$ cat src/rtl/mips_pkg.sv
// Shared register-file constants and the write-arbiter state encoding.
`timescale 1ns/1ps
package mips_pkg;

  localparam int REG_ADDR_W = 5;
  localparam int REG_DATA_W = 32;
  localparam logic [REG_ADDR_W-1:0] REG_ZERO = 5'd0;

  // Starvation counter width; MAX_WAIT must fit (1..15).
  localparam int ARB_CNT_W = 4;

  typedef enum logic [1:0] {
    IDLE  = 2'd0,
    WAIT  = 2'd1,
    FORCE = 2'd2
  } arb_state_t;

endpackage

$ cat src/rtl/rf_arb_starve_ctr.sv
// Saturating count of consecutive cycles the long-latency unit has been blocked.
`timescale 1ns/1ps
module rf_arb_starve_ctr
  import mips_pkg::*;
#(
  parameter int MAX_WAIT = 4
) (
  input  logic clk,
  input  logic rst,
  input  logic inc,
  input  logic clr,
  output logic hit,
  output logic last
);

  localparam logic [ARB_CNT_W-1:0] W_MAX = ARB_CNT_W'(MAX_WAIT);
  localparam logic [ARB_CNT_W-1:0] W_ONE = ARB_CNT_W'(1);

  logic [ARB_CNT_W-1:0] r_count;

  always_ff @(posedge clk or posedge rst) begin
    if (rst) begin
      r_count <= '0;
    end else if (clr) begin
      r_count <= '0;
    end else if (inc && (r_count != W_MAX)) begin
      r_count <= r_count + W_ONE;
    end
  end

  assign hit  = (r_count == W_MAX);
  // True when one more blocked cycle reaches the limit.
  assign last = ((r_count + W_ONE) == W_MAX);

endmodule

$ cat src/rtl/regfile_write_arbiter.sv
// Shares the register-file write port between writeback (priority) and the long-latency unit.
// Optional build macro RF_ARB_STATS_EN adds the force_cnt statistics output.
`timescale 1ns/1ps
module regfile_write_arbiter
  import mips_pkg::*;
#(
  parameter int MAX_WAIT = 4,
  parameter int DATA_W   = REG_DATA_W,
  parameter int ADDR_W   = REG_ADDR_W
) (
  input  logic              clk,
  input  logic              rst,
  input  logic              wb_we,
  input  logic [ADDR_W-1:0] wb_addr,
  input  logic [DATA_W-1:0] wb_data,
  input  logic              lu_valid,
  input  logic [ADDR_W-1:0] lu_addr,
  input  logic [DATA_W-1:0] lu_data,
  output logic              lu_ready,
  output logic              stall_wb,
  output logic              rf_we,
  output logic [ADDR_W-1:0] rf_addr,
  output logic [DATA_W-1:0] rf_data
`ifdef RF_ARB_STATS_EN
  ,
  output logic [15:0]       force_cnt
`endif
);

  localparam logic [ADDR_W-1:0] W_ZERO = ADDR_W'(REG_ZERO);

  arb_state_t r_state;
  arb_state_t w_state_next;

  logic              w_wb_req;
  logic              w_lu_req;
  logic              w_cnt_inc;
  logic              w_cnt_clr;
  logic              w_cnt_hit;
  logic              w_cnt_last;
  logic              w_grant_wb;
  logic              w_grant_lu;
  logic              w_lu_ready;
  logic              r_rf_we;
  logic [ADDR_W-1:0] r_rf_addr;
  logic [DATA_W-1:0] r_rf_data;

  // Writes to $0 are architecturally discarded, so they never compete for the port.
  assign w_wb_req = wb_we && (wb_addr != W_ZERO);
  assign w_lu_req = lu_valid && (lu_addr != W_ZERO);

  rf_arb_starve_ctr #(
    .MAX_WAIT (MAX_WAIT)
  ) u_starve_ctr (
    .clk  (clk),
    .rst  (rst),
    .inc  (w_cnt_inc),
    .clr  (w_cnt_clr),
    .hit  (w_cnt_hit),
    .last (w_cnt_last)
  );

  always_ff @(posedge clk or posedge rst) begin
    if (rst) begin
      r_state <= IDLE;
    end else begin
      r_state <= w_state_next;
    end
  end

  always_comb begin
    w_state_next = r_state;
    w_cnt_inc    = 1'b0;
    w_cnt_clr    = 1'b0;
    case (r_state)
      IDLE: begin
        if (w_wb_req && lu_valid) begin
          w_cnt_inc    = 1'b1;
          w_state_next = (MAX_WAIT == 1) ? FORCE : WAIT;
        end
      end
      WAIT: begin
        if (!lu_valid) begin
          w_cnt_clr    = 1'b1;
          w_state_next = IDLE;
        end else if (w_wb_req) begin
          w_cnt_inc = 1'b1;
          if (w_cnt_last || w_cnt_hit) begin
            w_state_next = FORCE;
          end
        end else begin
          w_cnt_clr    = 1'b1;
          w_state_next = IDLE;
        end
      end
      FORCE: begin
        w_cnt_clr    = 1'b1;
        w_state_next = IDLE;
      end
      default: begin
        w_cnt_clr    = 1'b1;
        w_state_next = IDLE;
      end
    endcase
  end

  always_comb begin
    w_grant_wb = 1'b0;
    w_grant_lu = 1'b0;
    w_lu_ready = 1'b0;
    case (r_state)
      IDLE, WAIT: begin
        if (w_wb_req) begin
          w_grant_wb = 1'b1;
        end else if (lu_valid) begin
          w_lu_ready = 1'b1;
          w_grant_lu = w_lu_req;
        end
      end
      FORCE: begin
        // Writeback is frozen by stall_wb and re-presents its write next cycle.
        w_lu_ready = 1'b1;
        w_grant_lu = w_lu_req;
      end
      default: begin
        w_lu_ready = 1'b0;
      end
    endcase
  end

  assign lu_ready = w_lu_ready && !rst;
  assign stall_wb = (r_state == FORCE);

  always_ff @(posedge clk or posedge rst) begin
    if (rst) begin
      r_rf_we   <= 1'b0;
      r_rf_addr <= '0;
      r_rf_data <= '0;
    end else begin
      r_rf_we <= w_grant_wb || w_grant_lu;
      if (w_grant_wb) begin
        r_rf_addr <= wb_addr;
        r_rf_data <= wb_data;
      end else if (w_grant_lu) begin
        r_rf_addr <= lu_addr;
        r_rf_data <= lu_data;
      end
    end
  end

  assign rf_we   = r_rf_we;
  assign rf_addr = r_rf_addr;
  assign rf_data = r_rf_data;

`ifdef RF_ARB_STATS_EN
  logic [15:0] r_force_cnt;

  always_ff @(posedge clk or posedge rst) begin
    if (rst) begin
      r_force_cnt <= '0;
    end else if ((w_state_next == FORCE) && (r_state != FORCE) && (r_force_cnt != 16'hFFFF)) begin
      r_force_cnt <= r_force_cnt + 16'd1;
    end
  end

  assign force_cnt = r_force_cnt;
`endif

endmodule
$ cat config.mk
export PLATFORM = sky130hd
export DESIGN_NAME = regfile_write_arbiter
export DESIGN_NICKNAME = d
export VERILOG_FILES = /design/src/rtl/mips_pkg.sv /design/src/rtl/rf_arb_starve_ctr.sv /design/src/rtl/regfile_write_arbiter.sv
export SDC_FILE = /design/constraint.sdc
export NUM_CORES = 1
export LEC_CHECK = 0
export CAP_MARGIN = 0
export CORE_MARGIN = 1.5
export CORE_UTILIZATION = 24
export DETAILED_ROUTE_END_ITERATION = 6
export GPL_TIMING_DRIVEN = 0
export PLACE_DENSITY = 0.58
export SLEW_MARGIN = 20
export SYNTH_ARGS = -nofsm -noshare
export SYNTH_HDL_FRONTEND = slang
export SYNTH_SLANG_ARGS = --single-unit
export TNS_END_PERCENT = 5
$ cat constraint.sdc
create_clock -name clk -period 1.8 [get_ports clk]
set_clock_uncertainty 0.2 [all_clocks]
set_input_delay 0.18 -clock clk [delete_from_list [all_inputs] [get_ports clk]]
set_output_delay 0.18 -clock clk [all_outputs]
set_load 0.05 [all_outputs]
After elaboration in Yosys (flattened, before gate mapping)
Cells that the tools add are included.

Reductions and logical operators: 15. Mux-type cells: 25. Equality and inequality tests: 7. $add $sub $neg: 1.

Operator list (number): $mux 32 (2); $mux 1 (10); $mux 5 (2); $reduce_bool 5->1 (2); $eq 4x3->1 const B (2); $mux 2 (4); $mux 4 (2); $pmux 1 s2 (4); $logic_and 1x1->1 (5); $add 4x1->4 const B (1); $ne 4x3->1 const B (1); $ne 4x4->1 const B (1); $pmux 2 s2 (1); $reduce_bool 2->1 (2); $eq 2x1->1 const B (1); $eq 2x2->1 const B (1); $logic_not 2->1 (1); $logic_or 1x1->1 (2); $ne 2x2->1 const B (1); $reduce_and 2->1 (1); $reduce_or 2->1 (1); $logic_not 1->1 (1).

Flip-flop bits (word level): 44. Output and inout bits: 40. Logic and storage cells: 53.

Longest topological paths before layout
Depth in word-level cells: 8. Gate-level depth with buffers: 7. Depth with buffers taken out: 5.

Hierarchy
From an unflattened synthesis, not the netlist that was laid out.

Cell total of the unflattened synthesis: 251. Area total of the unflattened synthesis: 2312.2 sq um.

Modules (own cells, without submodules): regfile_write_arbiter (seq. area each 1001.0 sq um, cells each 219, instances 1, area each 2029.4 sq um); rf_arb_starve_ctr (seq. area each 100.1 sq um, cells each 32, instances 1, area each 282.8 sq um).

Worst setup path before layout
Ideal clock, no wire load.

Kind: input to output. Start point: input port wb_addr[1]. End point: output port lu_ready. Cell stages on the path: 4. Path buffers: 1. Arrival time: 2137 ps. Path slack: -717 ps. Cells stage by stage: or4_4 > o21a_1 > buf_4 > a2111oi_2.

Cells in the longest elaborated chain, start to end: 5.

RTL lines: start: declaration (RTL line regfile_write_arbiter.sv:14) `input logic [ADDR_W-1:0] wb_addr,`; $reduce_bool 5->1 (RTL line regfile_write_arbiter.sv:49) `assign w_wb_req = wb_we && (wb_addr != W_ZERO);`; $logic_and 1x1->1 (RTL line regfile_write_arbiter.sv:49); $mux 1 (RTL line regfile_write_arbiter.sv:113) `if (w_wb_req) begin`; $pmux 1 s2 (RTL line regfile_write_arbiter.sv:111) `case (r_state)`; $logic_and 1x1->1 (RTL line regfile_write_arbiter.sv:131) `assign lu_ready = w_lu_ready && !rst;`; end: declaration (RTL line regfile_write_arbiter.sv:19) `output logic lu_ready,`.

No other way between the ends.

Worst setup path in the final report
Same ends and word-level chain as after synthesis.

==> results.sh <==
export IMPL_outcome="complete, but fails checks"
export IMPL_violations="setup timing"
export IMPL_syn_nets=336
export IMPL_multiInputGateArea_mm2=0.00135
export IMPL_num_vias=2323
export IMPL_drc_errors=0
export IMPL_ys_types=39
export IMPL_place_hpwl_um=5680
export IMPL_clk_pin_slew_ns=0.08
export IMPL_finalSetupViolations=6
export IMPL_synth_xor_area_frac=0
export IMPL_synthCells=255
export IMPL_avgSynthCellArea_um2=10.2
export IMPL_numCtsBuffers=5
export IMPL_rows=37
export IMPL_slew_headroom=0.650
export IMPL_drt_initial_drc_count=44
export IMPL_die_h_um=107
export IMPL_dieArea_mm2=0.0115
export IMPL_clock_path_buffers=2
export IMPL_max_stage_delay_ns=0.54
export IMPL_worst_slack_ns=-0.125
export IMPL_power_frac_clock=0.229
export IMPL_root_buffer="clkbuf_8"
export IMPL_crit_chain="buf_6, or4_4, o21a_4, a2111oi_4, buf_6"
export IMPL_synthAdderAreaFrac=0.0144
export IMPL_fillerInstances=1080
export IMPL_cts_sinks=44
export IMPL_crit_slowest_cell="or4_4"
export IMPL_ios=118
export IMPL_synth_warning_count=0
export IMPL_drtAntennaViolNets=0
export IMPL_io_buffers=117
export IMPL_synth_ff_type="dfrtp_1"
export IMPL_nets=465
export IMPL_n_antenna_cell=0
export IMPL_min_period_ns=1.92
export IMPL_preCtsSetupSlack_ns=-1.31
export IMPL_yosysTopAreaCell="dfrtp_1"
export IMPL_power_frac_comb=0.377
export IMPL_path_class="in2out"
export IMPL_cp_max_fo=2
export IMPL_fp_coreArea_mm2=0.0104
export IMPL_vias_per_cell=4.47
export IMPL_tightest_slew_ns=0.527
export IMPL_grtUsageTotal=0.136
export IMPL_switching_share=0.367
export IMPL_synth_top_family_by_area="compound AO/OA/AOI/OAI gates"
export IMPL_p_int_w=0.00188
export IMPL_regArea_mm2=0.00110
export IMPL_antenna_found_initial=0
export IMPL_grt_overflow=0
export IMPL_max_cap_viol_count=0
export IMPL_ys_top_cells_by_area="dfrtp_1 42%, a21oi_2 20%, nand2_2 7.4%"
export IMPL_worstSetupStartpointType="input pin"
export IMPL_async_reset_ff_frac=1.00
export IMPL_synth_compound_area_frac=0.297
export IMPL_synthToLayoutAreaGrowth_pct=58.2
export IMPL_ys_top_cells_by_count="60 x a21oi_2, 44 x dfrtp_1, 33 x nor2_1"
export IMPL_clock_latency_ns=0.29
export IMPL_grt_pass1_vias=2468
export IMPL_grt_max_degree=25
export IMPL_yosysSeqAreaShare=0.422
export IMPL_end_kind="primary output"
export IMPL_wl_um=7730
export IMPL_cp_common_cell="buf_6"
export IMPL_fin_util=0.397
export IMPL_ys_seq_elements=44
export IMPL_rsz0062_at_grt="yes"
export IMPL_fp_dieW_um=107
export IMPL_crit_arrival_ns=1.54
export IMPL_ir_worst_vdd_v=0.000337
export IMPL_pwr_share_seq=0.394
export IMPL_cp_required_ns=1.42
export IMPL_place_gp_congestion=0.716
export IMPL_fin_crit_sh=1.07
export IMPL_h_tree_depth=2
export IMPL_wl_per_cell_um=14.9
export IMPL_hold_slack_ns=0.0942
export IMPL_cts_tree="yes"
export IMPL_synth_top_cell_area_share=0.422
export IMPL_first_pass_iters=4
export IMPL_drv_slew=0
export IMPL_netlist_area_mm2=0.00261
export IMPL_power_switching_w=0.00109
export IMPL_grt_pass1_wl_um=12200
export IMPL_leakagePower_nw=1.64
export IMPL_power_density_mw_per_mm2=720
export IMPL_holdCritPathClass="in2reg"
export IMPL_drive_gt1_frac=0.362
export IMPL_start_util=0.251
export IMPL_muxShareOfSynthArea=0
export IMPL_synth_most_common_cell="a21oi_2"
export IMPL_synth_simple_area_share=0.187
export IMPL_synth_edf_count=0
export IMPL_hold_viol_final=0
export IMPL_fmax_mhz=519
## flip-flops by register name (all words and copies together), names as in the netlist
name,count
rf_we,1
u_starve_ctr.r_count,4
rf_addr,5
r_state,2
rf_data,32
## placed cells by master, fill, tap and decap left out, types with 3 or more instances in the layout
| master | instances |
|---|---|
| a21oi_1 | 11 |
| a21oi_2 | 59 |
| buf_12 | 5 |
| buf_2 | 4 |
| buf_4 | 3 |
| buf_6 | 9 |
| clkbuf_8 | 7 |
| clkdlybuf4s50_1 | 70 |
| dfrtp_1 | 43 |
| dlygate4sd2_1 | 41 |
| dlygate4sd3_1 | 3 |
| ha_1 | 3 |
| inv_1 | 5 |
| nand2_1 | 4 |
| nand2_2 | 31 |
| nor2_1 | 33 |
| nor3_1 | 5 |
| o21ai_0 | 3 |
| or3_1 | 3 |
## per-layer routing
metal  up-vias  global-route usage  share of wire
li1       1139                   -              -
met1      1097               0.178           0.45
met2        80               0.226           0.47
met3         7              0.0321          0.067
met4         0              0.0324         0.0097
met5         -                   0              0
## critical path: cells and delay by family
family | cells | cell delay (ns)
and+or+nand+nor | 1 | 0.54
AOI/OAI and AO/OA | 2 | 0.53
buffers and inverters | 2 | 0.30
## power groups by stage
stage | combinational, W | sequential (W) | clock, W
final | 0.00112 | 0.00117 | 0.000681
after global routing | 0.00120 | 0.00119 | 0.000751
after CTS | 0.00113 | 0.00117 | 0.000716
after detailed placement | 0.00118 | 0.00120 | 0
after global placement | 0.00117 | 0.00119 | 0
after floorplan | 0.000399 | 0.00150 | 0
## kinds of logic (layout without fill, tap and decap cells)
group,Yosys count,count (layout)
buf+inv,23,152
compound gates,94,94
flops,44,44
fa+ha+maj,3,3
simple gates,91,91
## cell type report
type | count | area share
Sequential cell | 44 | 0.267
Multi-Input combinational cell | 188 | 0.327
Clock buffer | 7 | 0.0233
Inverter | 6 | 0.00545
Buffer | 15 | 0.0457
Tap cell | 136 | 0.0412
Timing Repair Buffer | 124 | 0.290
## final timing paths
check / startpoint / end / slack [ns] / cells after the start
setup / recovery: wb_addr[1] / lu_ready / -0.12 / 5
hold / removal: wb_addr[4] / rf_addr[4] / 0.09 / 2
setup reg to reg: r_state[1] / u_starve_ctr.r_count[3] / -0.01 / 4
hold reg to reg: rf_data[0] / rf_data[0] / 0.32 / 2
max in group asynchronous: rst / r_state[1] / 0.75 / 3
min in group asynchronous: rst / rf_data[26] / 0.13 / 2
## timing repair
action,4_1_cts,5_1_grt
hold endpoints to repair,3,0
endpoints found under the setup margin,77,37
hold buffers,3,0
pin swaps,3,3
resized for setup,75,8
buffers inserted,3,0
## metrics by stage
stage / instances / power [W] / setup TNS, ns / cell area [um^2]
2_1_floorplan: 255 / 0.00190 / -0.341 / 2620
3_3_place_gp: 508 / 0.00236 / -58.22 / 3960
3_5_place_dp: 509 / 0.00238 / -20.25 / 3980
4_1_cts: 521 / 0.00302 / -0.157 / 4100
5_1_grt: 520 / 0.00314 / -1.65 / 4130
6_report: 520 / 0.00297 / -0.152 / 4130
Power figures use the tool's default switching activity.
==> RTL change 1, RTL diff (same settings) <==
Add a define of `RF_ARB_STATS_EN`.
--- a/src/rtl/regfile_write_arbiter.sv
+++ b/src/rtl/regfile_write_arbiter.sv
@@ -3,2 +3,4 @@
 `timescale 1ns/1ps
+`define RF_ARB_STATS_EN
+
 module regfile_write_arbiter
Function (old outputs only; new: force_cnt): kept (equiv_simple and equiv_induct, registers matched by name and starting in step).
==> RTL change 1 against the unedited design <==
- the run still ends with negative setup slack left
- wire length rose by 17%
- critical path depth rose by 3
- design area grew 18%
- largest cell class is now sequential cells
- total power is 44% higher
- sequential share of layout area rose by 4.4 points
- clock power grew 130%
- non-clock buffer count grew 22
- worst hold slack worse by 0.029 ns
- sequential cell count up 16
- setup slack got worse by 0.058 ns
- utilization is 1.0 points higher
- synthesized area up 12%
- critical path type is now flop to flop
==> RTL change 1: results (changes against the unedited design) <==
[cells_and_area]
multi_input_gates=193  ; was 188
clkCellAreaFrac_pct=5.43  ; was 2.33%
inverters=4  ; was 6
clkbuf_count=14  ; was 7

[placement]
dp_hpwl_um=6560  ; was 5680 um
place_inst=552  ; was 509
gp_congestion=0.730  ; was 0.716
dpl_worst_slack_ns=-1.00  ; was -1.31 ns

[run_status]
violations=negative setup slack  ; unchanged
status=finished with violations  ; unchanged

[cts]
cts_root_buf=clkbuf_16  ; was clkbuf_8
cts_resized=99  ; was 75
clkSlewWorstSetupHoldPaths_ns=0.05  ; was 0.08 ns

[pwr]
leakage_uw=0.00225  ; was 0.00164 uW
max-vdd-ir-drop_mv=0.420  ; was 0.337 mV

[route]
viasPerCell=4.51  ; was 4.47
wl_met1_um=4010  ; was 3470 um
drtIter0Drc=86  ; was 44
wl_per_cell_um=15.6  ; was 14.9 um

[die]
dieWidth_um=113  ; was 107 um

[sta]
fin_hold_ws_ns=0.0648  ; was 0.0942 ns
setup_violations=22  ; was 6
finalWorstSetupSlack_ns=-0.183  ; was -0.125 ns

[setup_path]
slowest_stage=dfrtp_1  ; was or4_4
worstSetupStartpoint=u_starve_ctr.r_count[1]$_DFFE_PP0P_  ; was wb_addr[1]
r2r_cells=8  ; was 4

[synthesis]
synth_area_per_cell_um2=10.8  ; was 10.2 um^2
ys_types=42  ; was 39
synthTopCellsByArea=dfrtp_1 (51%), mux2i_1 (12%), nand2_1 (5.8%)  ; was dfrtp_1 (42%), a21oi_2 (20%), nand2_2 (7.4%)

[grt]
grt_use_met3_pct=5.90  ; was 3.21%
track_usage_pct=14.7  ; was 13.6%
grt_max_degree=32  ; was 25

[RTL change 1: cell count changes after synthesis, sizes merged, moves of 5 or more]
cell and delta:
buf -6, o21ai +34, nand2 +10, mux2i +34
mux2 +6, nor2 -26, nand4 +10, xnor2 +12
nor3 -5, nand3 +5, a21oi -69, dfrtp +16
[RTL change 1: cell families (layout without fill, tap and decap cells)]
family	after synthesis	count (layout)	synth area share (%)
AND/OR/NAND/NOR	86	86	15.3
flip-flops	60	60	51.2
AO/OA/AOI/OAI	51	51	10.1
multiplexers	40	40	14.0
buffers and inverters	18	181	4.14
XOR/XNOR	13	13	3.89
adder cells (fa/ha/maj)	3	3	1.28
[RTL change 1: power by group through the flow]
stage               clock network (uW)  registers [uW]  logic, uW
floorplan                            0            1960        297
global placement                     0            1600       1140
finish                            1560            1580       1150
global route                      1670            1600       1230
detailed placement                   0            1610       1160
CTS                               1620            1580       1120
==> RTL change 2, RTL diff (same flow settings) <==
Made on the original files. Re-encode `arb_state_t` (3 states) as one-hot, 3 bits wide.
--- a/src/rtl/mips_pkg.sv
+++ b/src/rtl/mips_pkg.sv
@@ -11,6 +11,6 @@
 
-  typedef enum logic [1:0] {
-    IDLE  = 2'd0,
-    WAIT  = 2'd1,
-    FORCE = 2'd2
+  typedef enum logic [2:0] {
+    IDLE  = 3'b001,
+    WAIT  = 3'b010,
+    FORCE = 3'b100
   } arb_state_t;
Check against the original RTL: no difference found for any inputs over 10 cycles, from zero or initial values and one cycle with rst high; not proved beyond that.
==> RTL change 2 against the unedited design <==
- the flow still finishes with violations (negative setup slack)
- count of clock-buffer cells in the layout fell by 2
- setup slack got worse by 0.22 ns
- critical path depth increased by 2
- via count down 19%
- wire length decreased by 21%
- total power is 34% higher
- design area fell by 0.39%
- global-route usage fell by 2.3 points
- sequential share of layout area grew 0.74 points
- sequential power rose by 14%
- synthesized area is 6.3% lower
- combinational power grew 70%
- sequential cell count grew 1
- largest cell class unchanged
- largest power group is now combinational logic
==> RTL change 2: results (changes against the unedited design) <==
[cells_and_area]
instances_no_fill=445  ; was 520
antenna_cells=0  ; unchanged
finalNetCount=393  ; was 465
largest_register_ffs=32  ; unchanged
drive_gt1_share_pct=38.5  ; was 36.2%

[cts]
clkSlewWorstSetupHoldPaths_ns=0.09
h-tree-depth=2  ; unchanged
worstSkewPairLatency_ns=0.29  ; about the same
max-clock-path-buffers=2  ; unchanged
cts_made_buffers=5  ; unchanged

[setup_path]
critPathArrivalTime_ns=2.12  ; was 1.54 ns
reg2reg_from=r_state[0]$_DFFE_PP1P_  ; was r_state[1]$_DFFE_PP0P_
r2r_cells=7  ; was 4
crit_fanout=6  ; was 2
reg2reg_setup_slack_ns=-0.32  ; was -0.01 ns
r2r-end=rf_data[6]$_DFFE_PP0P_  ; was u_starve_ctr.r_count[3]$_DFFE_PP0P_

[synthesis]
synthTopCellsByArea=dfrtp_1 (45%), mux2_2 (20%), mux2_4 (18%)  ; was dfrtp_1 (42%), a21oi_2 (20%), nand2_2 (7.4%)
yosysTopAreaCell=dfrtp_1  ; unchanged
synth_common_cells=dfrtp_1 (44), mux2_2 (44), mux2_4 (30)  ; was a21oi_2 (60), dfrtp_1 (44), nor2_1 (33)
synth_area_per_cell_um2=14.0  ; was 10.2 um^2
ys_seq_area_share_pct=46.1  ; was 42.2%
ys_warn_count=0  ; unchanged
synth_fp_nets=256  ; was 336
async_reset_ff_share_pct=100  ; unchanged
ys.flop_type=dfrtp_1  ; unchanged
ys_types=29  ; was 39

[grt]
antenna_found_initial=0  ; unchanged
grt_pass1_wl_um=9880  ; was 12200 um
grt_pass1_vias=2013  ; was 2468
track_usage_pct=11.3  ; was 13.6%
grt_max_degree=30  ; was 25

[route]
dr.pass1.iters=4  ; unchanged
drtIter0Drc=30  ; was 44
viasPerCell=4.23  ; was 4.47
wl_per_cell_um=13.7  ; was 14.9 um

[sta]
setup_violations=45  ; was 6
slew_headroom_pct=65.0  ; about the same
finalWorstSetupSlack_ns=-0.344  ; was -0.125 ns
final.setup.tns_ns=-12.65  ; was -0.152 ns
fin_hold_ws_ns=0.0382  ; was 0.0942 ns

[pwr]
leakage_uw=0.00181  ; was 0.00164 uW
max-vdd-ir-drop_mv=0.414  ; was 0.337 mV

[placement]
dp_hpwl_um=4520  ; was 5680 um
gp_congestion=0.716  ; about the same
io_buffers=117  ; unchanged
place_inst=426  ; was 509
placedInstanceArea_mm2=0.00384  ; was 0.00398 mm^2

[min_path]
hold_class=primary input to asynchronous set/reset pin  ; was primary input to flop

[run_status]
status=finished with violations  ; unchanged
violations=negative setup slack  ; unchanged

-- RTL change 2: changes by cell type in the layout (fill, tap and decap cells not counted), sizes merged, moves of 3 or more --
cell	change
or3	-3
o21ai	-4
nand2	-31
dlygate4sd3	-3
mux2	+74
nor3	-5
nor2	-25
a21oi	-68
-- RTL change 2: worst max-delay path by stage --
stage | slack, ns | endpoint | from
3_5_place_dp | -0.96 | rf_data[25]$_DFFE_PP0P_ | wb_addr[3]
4_1_cts | -0.42 | rf_addr[4]$_DFFE_PP0P_ | r_state[0]$_DFFE_PP1P_
6_report | -0.34 | rf_data[8]$_DFFE_PP0P_ | lu_addr[2]
5_1_grt | -0.40 | rf_addr[2]$_DFFE_PP0P_ | r_state[0]$_DFFE_PP1P_
2_1_floorplan | -0.30 | rf_addr[0]$_DFFE_PP0P_ | r_state[0]$_DFFE_PP1P_
3_3_place_gp | -0.96 | rf_data[27]$_DFFE_PP0P_ | wb_addr[3]
-- RTL change 2: cells by family after synthesis --
kind of cell	count (synthesis)	share of synthesized area, %
adder cells (fa/ha/maj)	3	1.54
AND/OR/NAND/NOR	24	5.12
flip-flops	45	46.1
buffers and inverters	12	3.58
multiplexers	74	38.7
XOR/XNOR	4	1.43
AO/OA/AOI/OAI	13	3.53
-- RTL change 2: what timing repair did --
item,in CTS,in global routing
pin swaps,4,7
gates resized for setup,72,14
endpoints found under the setup margin,83,45
gates cloned,1,1
hold endpoints to repair,0,0
setup buffers,12,0
hold buffers,0,0
-- RTL change 2: power by group --
| group | total, uW | internal [uW] | switching [uW] |
|---|---|---|---|
| Clock | 749 | 404 | 345 |
| Combinational | 1900 | 781 | 1120 |
| Sequential | 1330 | 1230 | 105 |
-- RTL change 2: worst max-delay path, cell delays in order --
cell	delay (ns)
clkdlybuf4s50_1	0.42
or4_4	0.51
o21a_1	0.23
o22ai_4	0.14
buf_6	0.17
buf_6	0.14
mux2_2	0.33
-- RTL change 2: area by class of cell --
class,instances,area (um^2)
multi-input cells,118,1310
clock buffers,5,68.8
plain buffers,7,105
inverters,4,15.0
clock inverters,2,35.0
flip-flops and latches,45,1130
repair buffers,131,1280
well taps,133,166
fillers,1002,5710
-- RTL change 2: through the flow --
stage	worst slack (ns)	utilization (%)
floorplan	-0.303	-
global placement	-0.960	38.9
detailed placement	-0.963	39.1
CTS	-0.420	41.6
global route	-0.404	41.9
finish	-0.344	41.9
-- RTL change 2: layer usage --
layer	vias up	share of wire [%]	GRT usage, %
li1	902	-	-
met4	0	0.82	2.98
met1	919	42	12.9
met3	4	6.8	3.63
met2	59	50	20.1
met5	-	0	0
